<file path="src/rtl/cpu_run_ctrl.sv">
// cpu_run_ctrl: run/step/halt sequencer that issues one-cycle CPU clock enables, debounces the panel
// buttons and owns the memory-browse address. Define BREAKPOINT_EN to add the PC breakpoint ports.
module cpu_run_ctrl #(
    parameter int unsigned DEBOUNCE_CYCLES = 16,
    parameter int unsigned DIV0            = 2500000,
    parameter int unsigned DIV1            = 250000,
    parameter int unsigned DIV2            = 25000,
    parameter int unsigned DIV3            = 1,
    parameter int unsigned ADDR_W          = 10
) (
    input  logic              clk,
    input  logic              rst,
    input  logic              go_btn,
    input  logic              step_btn,
    input  logic              addr_btn,
    input  logic [1:0]        rate_sel,
    input  logic              browse_en,
    input  logic              cpu_halt,
`ifdef BREAKPOINT_EN
    input  logic              bp_valid,
    input  logic [31:0]       bp_pc,
    input  logic [31:0]       pc,
    output logic              bp_hit,
`endif
    output logic              cpu_ce,
    output logic              cpu_go,
    output logic [1:0]        state,
    output logic [ADDR_W-1:0] mem_addr,
    output logic [31:0]       ce_count
);

    localparam int unsigned       DB_W     = $clog2(DEBOUNCE_CYCLES + 1);
    localparam logic [DB_W-1:0]   DB_LAST  = DB_W'(DEBOUNCE_CYCLES - 1);
    localparam logic [DB_W-1:0]   DB_ZERO  = {DB_W{1'b0}};
    localparam logic [DB_W-1:0]   DB_ONE   = DB_W'(1);
    localparam logic [ADDR_W-1:0] ADDR_ONE = ADDR_W'(1);

    typedef enum logic [1:0] {
        IDLE   = 2'd0,
        RUN    = 2'd1,
        STEP   = 2'd2,
        HALTED = 2'd3
    } state_t;

    logic [2:0]      raw_s;
    logic [2:0]      sync1_r;
    logic [2:0]      sync2_r;
    logic [2:0]      level_r;
    logic [2:0]      level_d_r;
    logic [2:0]      ev_r;
    logic [DB_W-1:0] db_cnt_r [3];
    logic            go_ev_s;
    logic            step_ev_s;
    logic            addr_ev_s;

    logic [1:0]      rate_r;
    logic [31:0]     tick_cnt_r;
    logic [31:0]     div_s;
    logic            rate_chg_s;
    logic            tick_s;

    state_t          state_r;
    state_t          state_nxt_s;
    logic            ce_nxt_s;
    logic            go_nxt_s;
    logic            cpu_ce_r;
    logic            cpu_go_r;
    logic [31:0]     ce_count_r;
    logic [ADDR_W-1:0] mem_addr_r;

    assign raw_s     = {addr_btn, step_btn, go_btn};
    assign go_ev_s   = ev_r[0];
    assign step_ev_s = ev_r[1];
    assign addr_ev_s = ev_r[2];

    // Synchronize, debounce and edge-detect the three buttons; a level flips only after a full run of differing samples.
    always_ff @(posedge clk) begin
        if (rst) begin
            sync1_r   <= 3'b000;
            sync2_r   <= 3'b000;
            level_r   <= 3'b000;
            level_d_r <= 3'b000;
            ev_r      <= 3'b000;
            for (int i = 0; i < 3; i++) begin
                db_cnt_r[i] <= DB_ZERO;
            end
        end else begin
            sync1_r   <= raw_s;
            sync2_r   <= sync1_r;
            level_d_r <= level_r;
            ev_r      <= level_r & ~level_d_r;
            for (int i = 0; i < 3; i++) begin
                if (sync2_r[i] == level_r[i]) begin
                    db_cnt_r[i] <= DB_ZERO;
                end else if (db_cnt_r[i] == DB_LAST) begin
                    level_r[i]  <= sync2_r[i];
                    db_cnt_r[i] <= DB_ZERO;
                end else begin
                    db_cnt_r[i] <= db_cnt_r[i] + DB_ONE;
                end
            end
        end
    end

    // Rate divisor selection and tick decode; a rate change suppresses the tick for that cycle.
    always_comb begin
        div_s = DIV0;
        case (rate_sel)
            2'd0:    div_s = DIV0;
            2'd1:    div_s = DIV1;
            2'd2:    div_s = DIV2;
            2'd3:    div_s = DIV3;
            default: div_s = DIV0;
        endcase
        rate_chg_s = (rate_sel != rate_r);
        tick_s     = !rate_chg_s && (tick_cnt_r == (div_s - 32'd1));
    end

    // Tick counter; restarts from zero on a wrap or a rate change.
    always_ff @(posedge clk) begin
        if (rst) begin
            rate_r     <= rate_sel;
            tick_cnt_r <= 32'd0;
        end else begin
            rate_r <= rate_sel;
            if (rate_chg_s || tick_s) begin
                tick_cnt_r <= 32'd0;
            end else begin
                tick_cnt_r <= tick_cnt_r + 32'd1;
            end
        end
    end

`ifdef BREAKPOINT_EN
    logic bp_set_s;
    logic bp_hit_r;
    assign bp_hit = bp_hit_r;
`endif

    // Sequencer decisions; the enables decided here are registered below.
    always_comb begin
        state_nxt_s = state_r;
        ce_nxt_s    = 1'b0;
        go_nxt_s    = 1'b0;
`ifdef BREAKPOINT_EN
        bp_set_s    = 1'b0;
`endif
        case (state_r)
            IDLE: begin
                if (go_ev_s) begin
                    state_nxt_s = RUN;
                end else if (step_ev_s) begin
                    state_nxt_s = STEP;
                end else begin
                    state_nxt_s = IDLE;
                end
            end
            RUN: begin
                if (cpu_halt) begin
                    state_nxt_s = HALTED;
                end else if (go_ev_s) begin
                    state_nxt_s = IDLE;
`ifdef BREAKPOINT_EN
                end else if (tick_s && bp_valid && (pc == bp_pc)) begin
                    state_nxt_s = IDLE;
                    bp_set_s    = 1'b1;
`endif
                end else begin
                    ce_nxt_s = tick_s;
                end
            end
            STEP: begin
                if (cpu_halt) begin
                    state_nxt_s = HALTED;
                end else if (tick_s) begin
                    ce_nxt_s    = 1'b1;
                    state_nxt_s = IDLE;
                end else begin
                    state_nxt_s = STEP;
                end
            end
            HALTED: begin
                if (go_ev_s) begin
                    state_nxt_s = RUN;
                    go_nxt_s    = 1'b1;
                end else if (step_ev_s) begin
                    state_nxt_s = STEP;
                    go_nxt_s    = 1'b1;
                end else begin
                    state_nxt_s = HALTED;
                end
            end
            default: begin
                state_nxt_s = IDLE;
            end
        endcase
    end

    // State, enable pulses, saturating enable count and browse address.
    always_ff @(posedge clk) begin
        if (rst) begin
            state_r    <= IDLE;
            cpu_ce_r   <= 1'b0;
            cpu_go_r   <= 1'b0;
            ce_count_r <= 32'd0;
            mem_addr_r <= {ADDR_W{1'b0}};
        end else begin
            state_r  <= state_nxt_s;
            cpu_ce_r <= ce_nxt_s;
            cpu_go_r <= go_nxt_s;
            if (ce_nxt_s && (ce_count_r != 32'hFFFF_FFFF)) begin
                ce_count_r <= ce_count_r + 32'd1;
            end else begin
                ce_count_r <= ce_count_r;
            end
            if (!browse_en) begin
                mem_addr_r <= {ADDR_W{1'b0}};
            end else if (addr_ev_s) begin
                mem_addr_r <= mem_addr_r + ADDR_ONE;
            end else begin
                mem_addr_r <= mem_addr_r;
            end
        end
    end

`ifdef BREAKPOINT_EN
    // Sticky breakpoint flag; a new hit outranks a coincident button event.
    always_ff @(posedge clk) begin
        if (rst) begin
            bp_hit_r <= 1'b0;
        end else if (bp_set_s) begin
            bp_hit_r <= 1'b1;
        end else if (go_ev_s || step_ev_s) begin
            bp_hit_r <= 1'b0;
        end else begin
            bp_hit_r <= bp_hit_r;
        end
    end
`endif

    assign state    = state_r;
    assign cpu_ce   = cpu_ce_r;
    assign cpu_go   = cpu_go_r;
    assign ce_count = ce_count_r;
    assign mem_addr = mem_addr_r;

endmodule

</file>
<file path="config.mk">
export PLATFORM = sky130hd
export DESIGN_NAME = cpu_run_ctrl
export DESIGN_NICKNAME = d
export VERILOG_FILES = /design/src/rtl/cpu_run_ctrl.sv
export SDC_FILE = /design/constraint.sdc
export NUM_CORES = 1
export LEC_CHECK = 0
export ABC_AREA = 0
export CORE_MARGIN = 2
export CORE_UTILIZATION = 49
export CTS_CLUSTER_SIZE = 25
export DETAILED_ROUTE_END_ITERATION = 7
export PLACE_DENSITY = 0.75
export SLEW_MARGIN = 20
export SYNTH_ARGS = -nofsm -noshare
export SYNTH_HDL_FRONTEND = slang
export SYNTH_SLANG_ARGS = --single-unit
</file>
<file path="constraint.sdc">
create_clock -name clk -period 5.1 [get_ports clk]
set_input_delay 1.02 -clock clk [delete_from_list [all_inputs] [get_ports clk]]
set_output_delay 1.02 -clock clk [all_outputs]
set_load 0.03 [all_outputs]
</file>
* Yosys cells after proc, flatten, opt, wreduce, memory -nomap -nowiden
Memory sizes are Yosys's and may differ from the RTL's.
Cells that the tools add are included.
** Storage, ports and cells
- Bits in latches :: 0
- Memories kept :: 1
- Memory bits (writable) :: 15
- ROM bits :: 0
- Flip-flop bits (word level) :: 95
- Bits of input ports :: 9
** Memories
- db_cnt_r :: words 3, width 5, read ports 3, clocked after Yosys merged registers in 0, wr ports 3, RTL line 51 : logic [DB_W-1:0] db_cnt_r [3];
** Cells by class
- Equal/unequal tests :: 16
- $mul :: 0
- Bitwise logic cells :: 16
- Add/subtract/negate cells :: 7
- Order comparisons :: 0
- Reduce and logical (&&, ||, !) cells :: 12
- Shift-type cells :: 0
- Mux-type cells :: 61
- Divide/modulo/power cells :: 0
** Operators by type and width (number)
- one-hot mux 32 bit (4 select lines) :: 1
- adder 32 x 1 -> 32 bit, second input constant :: 2
- two-way mux 5 bit :: 9
- two-way mux 1 bit :: 42
- == test 32 bit :: 1
- inequality test 32 bit, second input constant :: 1
- subtractor 32 x 1 -> 32 bit, second input constant :: 1
- adder 5 x 1 -> 5 bit, second input constant :: 3
- == test 5 x 4 -> 1 bit, second input constant :: 3
- two-way mux 2 bit :: 7
- adder 10 x 1 -> 10 bit, second input constant :: 1
- OR 1 bit :: 9
- == test 2 bit, second input constant :: 4
- one-hot mux 2 bit (4 select lines) :: 1
- AND reduction 2 bit :: 3
- OR reduction 2 bit :: 3
- NOT 1 bit :: 5
- == test 2 x 1 -> 1 bit, second input constant :: 2
- zero test 2 bit :: 2
- AND 3 bit :: 1
- == test 1 bit :: 3
- inequality test 3 bit, second input constant :: 1
- NOT 3 bit :: 1
- logical AND 1 bit :: 2
- 4 further kinds :: 4

* Depth between registers and ports, before layout
Gate-level depths: netlist of run 1.
- Word-level depth :: 9
- Gate-level depth with buffers :: 10
- Depth with buffers taken out :: 8

* Worst setup path after synthesis of run 1
Ideal clock, no wire load.
- Path kind :: input port to flip-flop
- Start :: input rate_sel[0]
- End :: register ce_count_r[3] (netlist: ce_count[3])
- Buffers on the path :: 1
- Data arrival time :: 2.983 ns
- Library setup time :: 0.121 ns
- Data required time :: 4.979 ns
- Stages :: 9
- Setup slack :: 1.996 ns
- Cell sequence :: inv_1 -> ha_1 -> xor2_1 -> or2_2 -> a2111oi_4 -> nand3_2 -> buf_2 -> nor3_1 -> mux2_2
** Between the ends
- Longest elaborated chain between the ends :: 9
- Elaborated cells between the ends (all ways) :: 16
- Classes of those cells :: add/sub (1); eq/ne (5); mux (6); reduce/logical (4)
** Ends and longest elaborated chain
- start, declared :: RTL line 16 : input logic [1:0] rate_sel,
- == test 2 bit (tied with other cells) :: RTL line 108 : case (rate_sel)
- one-hot mux 32 bit (4 select lines) :: RTL line 108
- subtractor 32 x 1 -> 32 bit :: RTL line 116 : tick_s = !rate_chg_s && (tick_cnt_r == (div_s - 32'd1));
- == test 32 bit :: RTL line 116
- logical AND 1 bit * :: RTL line 116
- two-way mux 1 bit (on tied branches) :: RTL line 175, 161
- two-way mux 1 bit (on tied branches) :: RTL line 173, 159
- one-hot mux 1 bit (2 select lines) * :: RTL line 148 : case (state_r)
- logical AND 1 bit * :: RTL line 211 : if (ce_nxt_s && (ce_count_r != 32'hFFFF_FFFF)) begin
- end signal, assigned :: RTL line 212 : ce_count_r <= ce_count_r + 32'd1;
- end signal, assigned :: RTL line 214 : ce_count_r <= ce_count_r;
- end, declared :: RTL line 68 : logic [31:0] ce_count_r;
Mark *: on every way between the ends. The rest lies on a longest branch, timed or not. The select of a mux whose other input is x is not followed.
A chain may end at the register's enable or synchronous reset.

* Worst setup path after layout of run 1
- Start :: input rate_sel[1]
- End :: register ce_count_r[5] (netlist: ce_count[5])
The elaborated chain is that of the path after synthesis.

==> results by group, run 1 <==
Finish
  – Commonest non-fill, non-tap cell in the layout: dfxtp_1
  – Final nets: 681
  – Non-Filler Instances: 798
  – ANT cells: 0
  – Commonest cells after routing, fill and taps aside: 95 x dfxtp_1, 89 x nor2_1, 53 x clkdlybuf4s50_1
  – Synth-to-layout area growth: 16.0%
  – Fin util: 0.580
  – Layout cells sized above 1: 0.0699

STA
  – Max-slew violations: 0
  – Final min period: 3.75 ns
  – Hold_ws: 0.390 ns
  – Fmax: 266 MHz
  – Slew @ Worst Pin: 0.752 ns
  – Final setup fails: 0
  – Final setup TNS: 0 ns
  – Final Hold Viols: 0
  – Fin Clk Skew: 0.0123 ns
  – Max_slew headroom: 0.494
  – Unrepaired setup endpoints after global routing: false
  – Period utilisation layout: 0.736

Synthesis
  – FF+latch count, synth: 110
  – Ranking of synthesized cells by area: dfxtp_1 35%, edfxtp_1 8.4%, nor2_1 6.2%
  – Register area share after synthesis: 0.438
  – Synth top area share: 0.354
  – Post-synth design cell area: 0.00537 mm^2
  – Post-Synthesis Cells: 591
  – Main synth FF type: dfxtp_1
  – Post-synth EDFFs: 15
  – Yosys warnings: 0
  – Async set-reset flop share out of synthesis: 0
  – Syn Area/Cell: 9.08 um^2
  – Post-synth top area cell: dfxtp_1
  – Distinct cells, synth: 58

Detailed routing
  – Residual DRC: 0
  – Detailed Route Iter0 Violations: 227
  – Via Count: 4,304
  – Post-route ant nets: 0
  – Vias per cell: 5.39
  – Wire per inst: 13.5 um
  – Final WL: 10,800 um
  – Number of iterations in the first detailed-routing pass: 4

Clocking
  – Post-CTS setup buffers: 0
  – TritonCTS Sinks: 110
  – Max Root-Sink Buffers: 2
  – # hold bufs at CTS: 0
  – Post-cts sizing count: 0
  – Root Buffer: clkbuf_8
  – # H-tree levels: 3
  – Worst-skew pair later-pin latency: 0.38 ns
  – Inserted Clock Buffers: 9
  – Clock transition at the registers of the reported paths: 0.11 ns
  – CTS tree: built

Power
  – Pwr Total: 1.49 mW
  – P_sw: 0.379 mW
  – Leakage: 2.14 nW
  – Combinational Power Share: 0.067
  – Internal power: 1.11 mW
  – Clock Power Share: 0.331
  – Flop pwr share: 0.602
  – VDD IR max: 123 uV
  – Switching Fraction: 0.254
  – Pwr dens: 239 mW/mm^2

Global route
  – First-pass GRT wire length: 17,800 um
  – Total grt overflow: 0
  – Pin count of the biggest net entering global routing: 45
  – Tot GR Track Use: 0.188
  – Initial antenna violation count: 0
  – Number of global-route vias before repair: 3,956

Worst setup path
  – CP startpoint kind: input pin
  – CP cell instances: clkdlybuf4s50_1, inv_1, ha_1, xor2_1, or2_2, a2111oi_4, nand3_2, nor4_1, mux2_2
  – Worst Path Buf+Inv: 2
  – Crit-path max FO: 17
  – CP delay by family, top: simple AND/OR/NAND/NOR gates
  – Critical path class: in -> reg
  – Setup crit end kind: register
  – Largest stage delay, worst path: 0.65 ns
  – Levels on crit path: 9
  – Critical R2R Capture: ce_count[28]$_SDFFE_PP0P_
  – Worst EP required: 5.37 ns
  – Slowest cell on crit path: clkdlybuf4s50_1
  – Critical Path AT: 4.03 ns
  – Crit path to: ce_count[5]$_SDFFE_PP0P_
  – R2R Path Start: ce_count[0]$_SDFFE_PP0P_
  – Worst R2R Setup Slack: 2.43 ns
  – R2R depth: 7
  – CP Launch Point: rate_sel[1]

Place
  – Placer congestion estimate: 0.890
  – Detailed placement HPWL: 7920 um
  – I/O Buffers: 54
  – Cell count after placement: 782

Die
  – Area of the die: 0.0118 mm^2
  – Num rows: 38
  – Die width: 109 um
  – Number of I/O pins: 55
  – Initial core utilization: 0.500
  – Core area: 0.0107 mm^2
  – Die Ht: 109 um

Hold path
  – HP Start: level_d_r[1]$_SDFF_PP0_
  – Hold Crit Class: reg -> reg

Job
  – Max cap viols: 0

Status
  – Run status: complete, no violations
## through the flow
stage          instance area [um^2]  setup slack, ns
3_5_place_dp                   6040            0.968
5_1_grt                        6230             1.17
2_1_floorplan                  5420             2.00
3_3_place_gp                   6040             1.06
6_report                       6230             1.35
4_1_cts                        6220             1.36
## state kept, by name, summed over array words and instances, names as in the netlist, 2 cells and up
register,count
ev_r,3
rate_r,2
level_r,3
ce_count,32
mem_addr,10
sync1_r,3
db_cnt_r,15
level_d_r,3
sync2_r,3
state,2
tick_cnt_r,32
## cell usage after synthesis, drive strengths merged, types with 2 or more instances
master,instances
or2,4
o21ai,23
o21ba,2
mux2,8
nor2b,19
a21oi,28
o21bai,2
xor2,31
edfxtp,15
and2,3
nand2,31
nand2b,2
nand4,29
nand3,27
or3,20
a21boi,4
inv,21
xnor2,23
nor2,89
and2b,2
o31ai,6
nor3b,4
or4,6
and3,12
buf,11
nor4,13
clkbuf,8
nor3,12
dfxtp,95
ha,19
and4,5
mux2i,4
## per-layer routing
metal | share of wire | global-route usage | wire length (um)
met1 | 0.47 | 0.249 | 5030
met2 | 0.47 | 0.300 | 5050
met3 | 0.047 | 0.0383 | 505
met4 | 0.016 | 0.0760 | 173
met5 | 0 | 0 | 0
## final cells by class
cell class | count | area [um^2]
clock inverter | 7 | 56.3
inverter | 21 | 78.8
multi-input combinational | 455 | 2890
fill | 965 | 4520
clock buffer | 9 | 124
timing repair buffer | 56 | 551
sequential | 110 | 2350
tap | 140 | 175
## worst min path at each step
stage          depth (start not counted)                 end
2_1_floorplan                          1  ev_r[0]$_SDFF_PP0_
3_3_place_gp                           1  ev_r[2]$_SDFF_PP0_
3_5_place_dp                           1  ev_r[2]$_SDFF_PP0_
4_1_cts                                1  ev_r[0]$_SDFF_PP0_
5_1_grt                                1  ev_r[2]$_SDFF_PP0_
6_report                               1  ev_r[1]$_SDFF_PP0_
## worst reg2reg max path: cells and delay by family, from the launching register on
kind                       cells  cell delay (ns)
AOI/OAI and AO/OA              2             0.43
buffers and inverters          1             0.08
and+or+nand+nor                3             1.48
adders and majority gates      1             0.20
DFF                            1             0.43
## cell families (layout without fill, tap and decap cells)
group,after synthesis,count (layout),synth area share
multiplexers,12,12,0.0242
flip-flops,110,110,0.438
other,1,15,0.000698
buffers and inverters,40,93,0.0343
AND/OR/NAND/NOR,283,283,0.287
XOR/XNOR,54,54,0.0881
adder cells (fa/ha/maj),19,19,0.0443
AO/OA/AOI/OAI,72,72,0.0837
## power by group through the flow
stage          Clock [mW]  Combinational [mW]  Sequential, mW
2_1_floorplan           0              0.0668           0.921
3_3_place_gp            0              0.0939           0.918
3_5_place_dp            0              0.0978           0.919
4_1_cts             0.507              0.0985           0.899
5_1_grt             0.539               0.113           0.900
6_report            0.493              0.0999           0.899
(Power assumes the default switching activity.)
==> inputs of run 2 (changes only) <==
--- a/config.mk
+++ b/config.mk
@@ -10,7 +10,7 @@
 export CORE_UTILIZATION = 49
 export CTS_CLUSTER_SIZE = 25
 export DETAILED_ROUTE_END_ITERATION = 7
-export PLACE_DENSITY = 0.75
+export PLACE_DENSITY = 0.78
 export SLEW_MARGIN = 20
 export SYNTH_ARGS = -nofsm -noshare
 export SYNTH_HDL_FRONTEND = slang
==> constraint.sdc (replaced) <==
create_clock -name clk -period 3.1 [get_ports clk]
set_input_delay 0.62 -clock clk [delete_from_list [all_inputs] [get_ports clk]]
set_output_delay 0.62 -clock clk [all_outputs]
set_load 0.03 [all_outputs]
==> run 2 against run 1 <==
Highest routed layer unchanged. Largest power group unchanged. Clock-buffer cell count up 1. Sequential share of layout area is 1.1 points lower. Final cell count increased by 2.4%. Clock power up 82%. Sequential power is 65% higher. Cell area grew 2.9%. Non-clock buffer count rose by 19. Largest cell class unchanged. Register-to-register slack worse by 1.8 ns. Power increased by 71%. Via count grew 1.9%.
==> results by group, run 2 (synthesized netlist as in run 1, its figures left out) <==
Status
  – Run status: complete, no violations

STA
  – Final Hold Viols: 0 (unchanged)
  – Max-slew violations: 0 (unchanged)
  – Final setup TNS: 0 ns (unchanged)
  – Final setup fails: 0 (unchanged)
  – Setup ws final: 0.139 ns (-1.21 ns)
  – Hold_ws: 0.399 ns (+0.00850 ns)
  – Fin Clk Skew: 0.00652 ns (-0.00574 ns)
  – Max_slew headroom: 0.434 (-0.0605)
  – Final min period: 2.96 ns
  – Slew @ Worst Pin: 0.849 ns (+0.0969 ns)
  – Fmax: 338 MHz
  – Period utilisation layout: 0.955

Finish
  – ANT cells: 0 (unchanged)
  – Final nets: 700 (+2.8%)
  – Commonest cells after routing, fill and taps aside: 95 x dfxtp_1, 89 x nor2_1, 53 x clkdlybuf4s50_1
  – Commonest non-fill, non-tap cell in the layout: dfxtp_1
  – Synth-to-layout area growth: 19.4%
  – Layout cells sized above 1: 0.0960 (+0.0261)
  – Filler instances: 957 (-0.83%)
  – Non-Filler Instances: 817 (+2.4%)
  – Final instance area: 0.00641 mm^2 (+2.9%)
  – Fin util: 0.597 (+0.0170)

Worst setup path
  – Largest stage delay, worst path: 0.49 ns (-0.16 ns)
  – CP delay by family, top: buffers and inverters
  – Critical Path AT: 3.27 ns (-0.76 ns)
  – Slowest cell on crit path: clkdlybuf4s50_1
  – Critical path class: in -> reg
  – Crit-path max FO: 18 (+1)
  – Worst EP required: 3.41 ns (-1.96 ns)
  – CP cell instances: clkdlybuf4s50_1, inv_1, ha_1, nor3b_1, o21ai_0, a2111oi_4, buf_4, nand4_2, buf_4, or4_1, a21oi_1
  – Worst Path Buf+Inv: 4 (+2)
  – CP startpoint kind: input pin
  – Setup crit end kind: register
  – CP most frequent cell: buf_4

Clocking
  – Inserted Clock Buffers: 9 (unchanged)
  – TritonCTS Sinks: 110 (unchanged)
  – Root Buffer: clkbuf_8
  – Max Root-Sink Buffers: 2 (unchanged)
  – Clock transition at the registers of the reported paths: 0.10 ns (about the same)
  – CTS tree: built
  – # H-tree levels: 3 (unchanged)
  – # hold bufs at CTS: 0 (unchanged)
  – Worst-skew pair later-pin latency: 0.39 ns (about the same)

Die
  – Initial core utilization: 0.500 (unchanged)
  – Area of the die: 0.0118 mm^2 (unchanged)
  – Die Ht: 109 um (unchanged)
  – Num rows: 38 (unchanged)
  – Number of I/O pins: 55 (unchanged)
  – Die width: 109 um (unchanged)
  – Core area: 0.0107 mm^2 (unchanged)

Global route
  – Busiest metal layer after global routing: met2
  – Initial antenna violation count: 0 (unchanged)
  – Tot GR Track Use: 0.196 (+0.00798)
  – Met1 usage: 0.253 (+0.00471)
  – Number of global-route vias before repair: 4,057 (+2.6%)
  – First-pass GRT wire length: 18,500 um (+4.0%)
  – Pin count of the biggest net entering global routing: 50 (+11%)
  – Total grt overflow: 0 (unchanged)
  – GR Util met3: 0.0544 (+0.0161)
  – GR Layer Usage met2: 0.321 (+0.0214)

Detailed routing
  – Vias per cell: 5.37 (-0.49%)
  – Final WL: 11,100 um (+3.4%)
  – Via Count: 4,385 (+1.9%)
  – Detailed Route Iter0 Violations: 202 (-11%)
  – Residual DRC: 0 (unchanged)
  – Number of iterations in the first detailed-routing pass: 4 (unchanged)
  – Post-route ant nets: 0 (unchanged)
  – Wire per inst: 13.6 um (+0.95%)

Power
  – Leakage: 2.25 nW (+5.2%)
  – VDD IR max: 355 uV (+190%)
  – Pwr dens: 398 mW/mm^2 (+66%)
  – Pwr Total: 2.55 mW (+71%)

Place
  – Placer congestion estimate: 0.847 (-4.8%)
  – Placed cell areas: 0.00619 mm^2 (+2.4%)
  – Cell count after placement: 800 (+2.3%)
  – I/O Buffers: 54 (unchanged)
  – Detailed placement HPWL: 8140 um (+2.8%)
  – Setup Slack @ Placement: -0.237 ns (-1.20 ns)

Job
  – Max cap viols: 0 (unchanged)

Hold path
  – Hold Crit Class: reg -> reg
run 2: power breakdown:
part	internal (mW)	leakage (nW)	switching, mW	total (mW)
Combinational	0.0736	1.22	0.0997	0.173
Clock	0.401	0.107	0.496	0.897
Sequential	1.46	0.922	0.0158	1.48
run 2: layout make-up:
class                      count  area, um^2  area share
tap                          140         175      0.0273
multi-input combinational    455        2890       0.451
clock buffer                  10         138      0.0215
timing repair buffer          75         706       0.110
clock inverter                 6        70.1      0.0109
sequential                   110        2350       0.367
inverter                      21        78.8      0.0123
run 2: metal layers:
layer	routed length, um	up-vias
met4	150	0
met2	5310	82
li1	-	2230
met3	534	13
met5	0	-
met1	5120	2060
run 2: final timing paths:
check                       startpoint                   endpoint  slack (ns)  depth (start not counted)
max                        rate_sel[0]  ce_count[28]$_SDFFE_PP0P_        0.14                         11
max reg2reg  tick_cnt_r[29]$_SDFF_PP0_  ce_count[28]$_SDFFE_PP0P_        0.68                          8
min reg2reg    level_d_r[2]$_SDFF_PP0_         ev_r[2]$_SDFF_PP0_        0.40                          1
min            level_d_r[2]$_SDFF_PP0_         ev_r[2]$_SDFF_PP0_        0.40                          1
run 2: worst register-to-register path, cell delays in order (launching register included):
cell,delay (ns)
dfxtp_1,0.36
nor4_2,0.31
nand4_1,0.24
a2111oi_4,0.44
buf_4,0.18
nand4_2,0.06
buf_4,0.20
or4_1,0.41
a21oi_1,0.15
run 2: repair_timing:
action	4_1_cts	5_1_grt
setup endpoints to repair	0	1
gates resized for setup	0	1
setup buffers	0	1
==> inputs of run 3 (changes only) <==
--- a/config.mk
+++ b/config.mk
@@ -6,8 +6,10 @@
 export NUM_CORES = 1
 export LEC_CHECK = 0
 export ABC_AREA = 0
+export CORE_ASPECT_RATIO = 1.1
 export CORE_MARGIN = 2
 export CORE_UTILIZATION = 49
+export CTS_CLUSTER_DIAMETER = 50
 export CTS_CLUSTER_SIZE = 25
 export DETAILED_ROUTE_END_ITERATION = 7
 export PLACE_DENSITY = 0.78
@@ -15,3 +17,4 @@
 export SYNTH_ARGS = -nofsm -noshare
 export SYNTH_HDL_FRONTEND = slang
 export SYNTH_SLANG_ARGS = --single-unit
+export TNS_END_PERCENT = 1
==> run 3 against run 2 <==
Clock power grew 18%. Utilization increased by 0.98 points. Clock skew up 0.0017 ns. Critical endpoint is now ce_count[20]$_SDFFE_PP0P_. Largest cell class unchanged. Critical path depth up 1.
==> results by group, run 3 (synthesized netlist as in run 1, its figures left out) <==
STA
  – Max_slew headroom: 0.413 (-0.0212)
  – Max-slew violations: 0 (unchanged)
  – Unrepaired setup endpoints after global routing: false
  – Fmax: 335 MHz (-0.94%)
  – Final min period: 2.99 ns (+0.0280 ns)
  – Period utilisation layout: 0.964 (+0.00904)
  – Slew @ Worst Pin: 0.881 ns (+0.0318 ns)
  – Final setup fails: 0 (unchanged)
  – Setup ws final: 0.111 ns (-0.0280 ns)
  – Fin Clk Skew: 0.00817 ns (+0.00166 ns)
  – Final Hold Viols: 0 (unchanged)

Global route
  – Total grt overflow: 0 (unchanged)
  – Pin count of the biggest net entering global routing: 51 (+2.0%)
  – Initial antenna violation count: 0 (unchanged)
  – Tot GR Track Use: 0.198 (+0.00267)
  – First-pass GRT wire length: 19,600 um (+5.6%)
  – Number of global-route vias before repair: 4,330 (+6.7%)

Worst setup path
  – Critical Path AT: 3.27 ns (about the same)
  – Critical path class: in -> reg
  – CP cell instances: clkdlybuf4s50_1, inv_2, buf_4, ha_2, a21boi_1, or2_4, a2111oi_4, buf_4, nand4_4, buf_12, or4_1, a21oi_1
  – CP most frequent cell: buf_4
  – CP startpoint kind: input pin
  – CP delay by family, top: buffers and inverters
  – Worst Path Buf+Inv: 5 (+1)
  – Worst R2R Setup Slack: 0.47 ns (-0.21 ns)
  – Slowest cell on crit path: clkdlybuf4s50_1
  – Worst EP required: 3.38 ns (-0.03 ns)
  – Largest stage delay, worst path: 0.43 ns (-0.06 ns)
  – Setup crit end kind: register
  – Crit-path max FO: 9 (-9)

Power
  – Leakage: 2.30 nW (+2.3%)
  – VDD IR max: 258 uV (-27%)
  – Pwr dens: 415 mW/mm^2 (+4.5%)

Clocking
  – Clock transition at the registers of the reported paths: 0.07 ns (-0.03 ns)
  – # H-tree levels: 3 (unchanged)
  – # hold bufs at CTS: 0 (unchanged)
  – Root Buffer: clkbuf_16
  – CTS tree: built
  – Inserted Clock Buffers: 9 (unchanged)
  – Max Root-Sink Buffers: 2 (unchanged)
  – Worst-skew pair later-pin latency: 0.35 ns (-0.04 ns)
  – TritonCTS Sinks: 110 (unchanged)

Die
  – Area of the die: 0.0118 mm^2 (about the same)
  – Die Ht: 114 um (+4.7%)
  – Initial core utilization: 0.497 (-0.00301)
  – Core area: 0.0108 mm^2 (+0.61%)
  – Die width: 104 um (-4.5%)
  – Num rows: 40 (+5.3%)
  – Number of I/O pins: 55 (unchanged)

Detailed routing
  – Detailed Route Iter0 Violations: 247 (+22%)
  – Final WL: 11,600 um (+4.1%)
  – Number of iterations in the first detailed-routing pass: 5 (+1)
  – Vias per cell: 5.42 (+1.0%)
  – Residual DRC: 0 (unchanged)
  – Wire per inst: 14.0 um (+3.1%)
  – Via Count: 4,474 (+2.0%)
  – Post-route ant nets: 0 (unchanged)

Status
  – Run status: complete, no violations

Job
  – Max cap viols: 0 (unchanged)

Place
  – I/O Buffers: 54 (unchanged)
  – Setup Slack @ Placement: -0.263 ns (-0.0253 ns)
  – Cell count after placement: 806 (+0.75%)
  – Detailed placement HPWL: 8310 um (+2.1%)
  – Placer congestion estimate: 0.856 (+0.97%)
  – Placed cell areas: 0.00620 mm^2 (+0.22%)

Finish
  – Final instance area: 0.00656 mm^2 (+2.3%)
  – Layout cells sized above 1: 0.100 (+0.00428)
  – Commonest cells after routing, fill and taps aside: 95 x dfxtp_1, 89 x nor2_1, 52 x clkdlybuf4s50_1
  – Synth-to-layout area growth: 22.1%
  – ANT cells: 0 (unchanged)
  – Non-Filler Instances: 825 (+0.98%)
  – Commonest non-fill, non-tap cell in the layout: dfxtp_1
  – Final nets: 701 (+0.14%)

Hold path
  – Hold Crit Class: reg -> reg
-- run 3: cell types whose count changed in the layout (fill, tap and decap cells not counted), sizes merged --
cell | before | now
inv | 22 | 23
clkdlybuf4s50 | 53 | 52
dlymetal6s2s | 0 | 1
bufinv | 1 | 0
clkinv | 4 | 1
clkinvlp | 0 | 1
clkbuf | 10 | 13
-- run 3: area by class of cell --
class	instances	area, um^2
clock buffer	12	236
clock inverter	4	33.8
fill	946	4250
inverter	21	78.8
multi-input combinational	455	2920
sequential	110	2350
tap	147	184
timing repair buffer	76	747
-- run 3: power breakdown --
group	switching, mW	total [mW]	internal, mW
clock	0.510	1.06	0.554
combinational	0.108	0.182	0.0747
sequential	0.0151	1.48	1.46
-- run 3: final timing paths --
kind	start	depth (start not counted)	end
max	rate_sel[1]	12	ce_count[20]$_SDFFE_PP0P_
min	level_d_r[1]$_SDFF_PP0_	1	ev_r[1]$_SDFF_PP0_
max reg2reg	ce_count[0]$_SDFFE_PP0P_	8	ce_count[20]$_SDFFE_PP0P_
min reg2reg	level_d_r[1]$_SDFF_PP0_	1	ev_r[1]$_SDFF_PP0_
-- run 3: metal layers --
| metal | track usage | vias up | wire length, um |
|---|---|---|---|
| li1 | - | 2223 | - |
| met1 | 0.243 | 2114 | 4870 |
| met2 | 0.353 | 119 | 5980 |
| met3 | 0.0331 | 18 | 534 |
| met4 | 0.0712 | 0 | 191 |
| met5 | 0 | - | 0 |
-- run 3: what timing repair did --
item,in CTS,in global routing
resized for setup,0,13
hold endpoints to repair,0,0
buffers inserted,0,1
endpoints found under the setup margin,0,2
-- run 3: per-stage QoR --
stage	utilization	setup TNS [ns]	power (mW)	hold slack, ns
6_report	0.606	0	2.72	0.387
3_5_place_dp	0.574	-6.97	1.68	0.375
4_1_cts	0.599	0	2.74	0.390
5_1_grt	0.606	0	2.83	0.395
3_3_place_gp	0.574	-2.17	1.67	0.373
2_1_floorplan	-	0	1.63	0.367
